==> config.mk <==
export PLATFORM = sky130hd
export DESIGN_NAME = mem_refill_arbiter
export DESIGN_NICKNAME = d
export VERILOG_FILES = /design/src/rtl/cpu_mem_pkg.sv /design/src/rtl/mem_refill_arbiter_rr_pick2.sv /design/src/rtl/mem_refill_arbiter.sv
export SDC_FILE = /design/constraint.sdc
export NUM_CORES = 1
export LEC_CHECK = 0
export BUFFER_PORTS_ARGS = -buffer_cell sky130_fd_sc_hd__buf_2
export CAP_MARGIN = 30
export CORE_AREA = 5 5 239 241
export DETAILED_ROUTE_END_ITERATION = 8
export DIE_AREA = 0 0 244 246
export PLACE_DENSITY = 0.49
export SLEW_MARGIN = 20
export SYNTH_ARGS = -nofsm -noshare
export SYNTH_HDL_FRONTEND = slang
export SYNTH_SLANG_ARGS = --single-unit
export TNS_END_PERCENT = 30
==> constraint.sdc <==
create_clock -name CLK -period 7.17 [get_ports CLK]
set_clock_uncertainty 0.15 [all_clocks]
set_input_delay 0 -clock CLK [delete_from_list [all_inputs] [get_ports CLK]]
set_output_delay 0 -clock CLK [all_outputs]
set_load 0.01 [all_outputs]
==> src/rtl/cpu_mem_pkg.sv <==
// cpu_mem_pkg: shared constants and state/owner encodings for the refill arbiter
package cpu_mem_pkg;
    localparam int BLOCK_BITS  = 256;
    localparam int OFFSET_BITS = 5;
    typedef enum logic [1:0] {IDLE, BUSY, DONE} state_e;
    typedef enum logic {OWN_I, OWN_D} owner_e;
endpackage

==> src/rtl/mem_refill_arbiter_rr_pick2.sv <==
// rr_pick2: two-way round-robin picker, bit 1 (D) wins a tie unless it went last
module rr_pick2 (
    input  logic [1:0] req,
    input  logic       last,
    output logic       pick,
    output logic       valid
);
    always_comb begin
        valid = |req;
        pick  = (req == 2'b11) ? ~last : req[1];
    end
endmodule

==> src/rtl/mem_refill_arbiter.sv <==
// mem_refill_arbiter: shares one block-read memory port between I- and D-cache refills
module mem_refill_arbiter
    import cpu_mem_pkg::*;
#(
    parameter int MEM_LAT    = 9,
    parameter int BLOCK_BITS = cpu_mem_pkg::BLOCK_BITS,
    parameter int ADDR_BITS  = 32
) (
    input  logic                  CLK,
    input  logic                  RESET,
    input  logic                  i_req,
    input  logic [ADDR_BITS-1:0]  i_addr,
    output logic                  i_gnt,
    output logic                  i_done,
    input  logic                  d_req,
    input  logic [ADDR_BITS-1:0]  d_addr,
    output logic                  d_gnt,
    output logic                  d_done,
    output logic [BLOCK_BITS-1:0] blk_out,
    output logic                  mem_rd,
    output logic [ADDR_BITS-1:0]  mem_addr,
    input  logic [BLOCK_BITS-1:0] mem_block
);
    localparam logic [ADDR_BITS-1:0] OFS_MASK = ADDR_BITS'((1 << OFFSET_BITS) - 1);

    state_e                state_q, state_d;
    owner_e                owner_q, owner_d, last_q, last_d;
    logic [3:0]            cnt_q, cnt_d;
    logic                  mem_rd_q, mem_rd_d, i_gnt_q, i_gnt_d, d_gnt_q, d_gnt_d;
    logic                  i_done_q, i_done_d, d_done_q, d_done_d;
    logic [ADDR_BITS-1:0]  mem_addr_q, mem_addr_d;
    logic [BLOCK_BITS-1:0] blk_q, blk_d;
    logic                  pick, valid;

    rr_pick2 u_pick (
        .req   ({d_req, i_req}),
        .last  (last_q == OWN_D),
        .pick  (pick),
        .valid (valid)
    );

    always_comb begin
        state_d    = state_q;
        owner_d    = owner_q;
        last_d     = last_q;
        cnt_d      = cnt_q;
        mem_rd_d   = mem_rd_q;
        mem_addr_d = mem_addr_q;
        i_gnt_d    = i_gnt_q;
        d_gnt_d    = d_gnt_q;
        i_done_d   = 1'b0;
        d_done_d   = 1'b0;
        blk_d      = blk_q;
        case (state_q)
            IDLE: if (valid) begin
                owner_d    = pick ? OWN_D : OWN_I;
                mem_addr_d = (pick ? d_addr : i_addr) & ~OFS_MASK;
                mem_rd_d   = 1'b1;
                i_gnt_d    = ~pick;
                d_gnt_d    = pick;
                cnt_d      = 4'(MEM_LAT - 1);
                state_d    = BUSY;
            end
            BUSY: if (cnt_q != 4'd0) begin
                cnt_d = cnt_q - 4'd1;
            end else begin
                blk_d    = mem_block;
                mem_rd_d = 1'b0;
                i_gnt_d  = 1'b0;
                d_gnt_d  = 1'b0;
                i_done_d = (owner_q == OWN_I);
                d_done_d = (owner_q == OWN_D);
                last_d   = owner_q;
                state_d  = DONE;
            end
            default: state_d = IDLE;
        endcase
    end

    always_ff @(posedge CLK or negedge RESET) begin
        if (!RESET) begin
            state_q    <= IDLE;
            owner_q    <= OWN_I;
            last_q     <= OWN_I;
            cnt_q      <= '0;
            mem_rd_q   <= 1'b0;
            mem_addr_q <= '0;
            i_gnt_q    <= 1'b0;
            d_gnt_q    <= 1'b0;
            i_done_q   <= 1'b0;
            d_done_q   <= 1'b0;
            blk_q      <= '0;
        end else begin
            state_q    <= state_d;
            owner_q    <= owner_d;
            last_q     <= last_d;
            cnt_q      <= cnt_d;
            mem_rd_q   <= mem_rd_d;
            mem_addr_q <= mem_addr_d;
            i_gnt_q    <= i_gnt_d;
            d_gnt_q    <= d_gnt_d;
            i_done_q   <= i_done_d;
            d_done_q   <= d_done_d;
            blk_q      <= blk_d;
        end
    end

    assign i_gnt    = i_gnt_q;
    assign d_gnt    = d_gnt_q;
    assign i_done   = i_done_q;
    assign d_done   = d_done_q;
    assign mem_rd   = mem_rd_q;
    assign mem_addr = mem_addr_q;
    assign blk_out  = blk_q;
endmodule

==> impl_results.md <==
* Status: complete, no violations
* Initial Util at 0.212
* Pint at 0.00501 W
* Peak VDD IR at 0.198 mV
* Met3 wire length at 3160 um
* Max clock buf depth at 3
* Initial antenna violation count at 2
* Fmax at 0.303 GHz
* Setup TNS at 0 ps
* Count of final hold-check violations at 0
* Setup CP Type: flop to flop
* Slowest CP cell: buf_12
* Wl on met1 at 14,600 um
* Post_cts resized at 0
* Psw at 0.00252 W
* # DRC at 0
* DIE WIDTH at 244 um
* Critical path data required time at 7410 ps
* Clk network pwr share at 0.237
* I/O pins at 617
* RSZ-0062 raised after global routing: false
* Slew @ Worst Pin at 1060 ps
* Worst EP arrival at 3540 ps
* Fillers at 5,347
* Pins Over Slew Limit at 0
* Logic gate share of total power at 0.378
* Area of placed instances at 15,100 um2
* Vias per cell at 3.99
* Drt first pass iters at 4
* Std cell rows at 86
* Min-delay worst type: input pin to flop
* Share of cells above drive strength 1 at 0.393
* Final Wtd Congestion at 0.766
* First-pass GRT wire length at 59,000 um
* Global Route Usage Sum at 0.122
* Largest net degree at the start of global routing at 153
* # Max-Cap Violations at 0
* Register area at 7410 um2
* Setup repair bufs after CTS at 0
* Clk root buf: clkbuf_16
* Leak at 9.61 nW
* Max H-tree Level at 2
* Mapped cell area at 11,600 um2
* Worst Setup End Kind: flop
* Buf/Inv on CP at 3
* Final worst path period share at 0.460
* DIE AREA at 60,000 um2
* Seq/Total Area, Yosys at 0.639
* Final Setup Violations at 0
* Number of DRC markers in iteration 0 at 199
* Synthesis Warnings at 0
* Mapped Avg Cell Area at 15.5 um2
* Library cells used by synthesis at 29
* Average routed wire per standard cell at 16.0 um
* Pwr dens at 387 nW/um2
* Highest routed layer: met4
* Hold buffers post-CTS at 316
* CTS tree: done
* Final instance area at 19,500 um2
* Synth Register Bits at 296
* CTS Buf Count at 36
* CP Launch Type: flop
* Commonest non-fill, non-tap cell in the layout: buf_2
* GRT overflow at 0
* Sw Ratio at 0.334
* Sink Count at 296
* Critical path's top delay family: buffers and inverters
* Worst-skew pair later-pin latency at 510 ps
* Sequential power share at 0.385
* Commonest cells after routing, fill and taps aside: 600 x buf_2, 315 x dlygate4sd3_1, 296 x dfrtp_1, 256 x mux2_1, 58 x inv_1
* Via Count at 9,564
* Routed wl met2 at 19,600 um
* CP Cell Sequence: inv_1 -> ha_1 -> or3b_1 -> or2_1 -> clkinv_8 -> buf_12 -> mux2_1
* Max incr delay on CP at 560 ps
* Reg clk slew, reported paths at 60 ps
* Die Height at 246 um
* Dpl hpwl at 26,700 um
* Multi-input gate area at 3500 um2
* Vias in the first global route at 10,658
* Final #Nets at 1,995
* Min Tclk post-route at 3300 ps
* P&R area growth vs syn at 67.8%
* WL final at 38,400 um
* Final ANT Viol Nets at 0
* Gate Count Post-Synth at 749
* Slew headroom at 0.291
* Number of port buffers at 601
* Critical path fanouts, max at 145
* Core area at 54,700 um2
[layer usage]
metal  vias to the layer above  global-route usage
met5                         -                   0
met4                         0              0.0355
met3                        63              0.0429
met2                       405               0.222
met1                      4660               0.134
li1                       4436                   -
[power by group through the flow]
stage / Clock, W / Combinational [W] / Sequential, W
2_1_floorplan: 0 / 0.00102 / 0.00328
3_3_place_gp: 0 / 0.00260 / 0.00289
3_5_place_dp: 0 / 0.00264 / 0.00291
4_1_cts: 0.00186 / 0.00290 / 0.00290
5_1_grt: 0.00192 / 0.00310 / 0.00300
6_report: 0.00179 / 0.00284 / 0.00290
[sequential cells by signal, indices dropped and copies added, names as in the netlist, 2 cells and up]
| register | cells |
|---|---|
| blk_out | 256 |
| state_q | 2 |
| mem_addr | 27 |
| cnt_q | 4 |
[cells in the mapped netlist]
cell / count / share of area
dfrtp_1: 296 / 0.64
mux2_1: 256 / 0.25
inv_1: 58 / 0.019
o21ai_0: 36 / 0.016
o221ai_1: 27 / 0.020
buf_8: 20 / 0.026
buf_4: 10 / 0.0065
clkbuf_1: 10 / 0.0032
nor2_1: 5 / 0.0016
nand2b_1: 3 / 0.0016
nand3_1: 3 / 0.0013
buf_12: 2 / 0.0035
buf_6: 2 / 0.0019
ha_1: 2 / 0.0022
mux2i_1: 2 / 0.0017
nand2_1: 2 / 0.00065
o21ai_1: 2 / 0.00086
or4_1: 2 / 0.0013
a21boi_0: 1 / 0.00065
a21o_1: 1 / 0.00065
a21oi_1: 1 / 0.00043
buf_1: 1 / 0.00032
conb_1: 1 / 0.00032
inv_6: 1 / 0.00076
nor2b_1: 1 / 0.00054
or2_1: 1 / 0.00054
or2_2: 1 / 0.00054
or3_1: 1 / 0.00054
or3b_1: 1 / 0.00076
[worst register-to-register path, stage by stage (launching register included)]
cell      delay [ps]
dfrtp_1          400
inv_1             90
ha_1             200
or3b_1           400
or2_1            350
clkinv_8         360
buf_12           570
mux2_1           680
[metrics by stage]
step	std cells	hold slack, ps	worst slack [ps]	power (W)	util
6_report	2399	80.2	3870	0.00753	0.356
3_5_place_dp	2019	-101	3770	0.00555	0.277
2_1_floorplan	753	-446	4900	0.00431	-
4_1_cts	2397	26.4	3760	0.00766	0.356
5_1_grt	2398	47.9	3660	0.00803	0.356
3_3_place_gp	2019	-111	3850	0.00549	0.277
[final cells by class]
cell class / instances / area share
well taps: 704 / 0.0452
inverters: 59 / 0.0120
flip-flops and latches: 296 / 0.381
clock buffers: 56 / 0.0569
repair buffers: 923 / 0.322
clock inverters: 6 / 0.00302
diodes: 2 / 0.000257
multi-input cells: 353 / 0.180
[final timing paths]
check                                from           end  slack (ps)  depth (start not counted)
setup / recovery                 cnt_q[0]  blk_out[168]        3870                          7
hold / removal             mem_block[191]  blk_out[191]          80                          3
setup reg to reg                 cnt_q[0]  blk_out[168]        3870                          7
hold reg to reg                   owner_q        i_done         270                          1
max in group asynchronous           RESET  blk_out[142]        5220                          4
min in group asynchronous           RESET   blk_out[54]         380                          3
[kinds of logic (layout without fill, tap and decap cells)]
family                     count (synthesis)  after routing  share of synthesized area
DFF                                      296            296                      0.639
muxes                                    258            258                      0.250
buffers and inverters                    104           1044                     0.0608
AOI/OAI and AO/OA                         68             68                     0.0385
and+or+nand+nor                           20             20                    0.00939
adders and majority gates                  2              2                    0.00216
other                                      1              7                   0.000323
No activity file was read; power rests on OpenSTA's default activity.
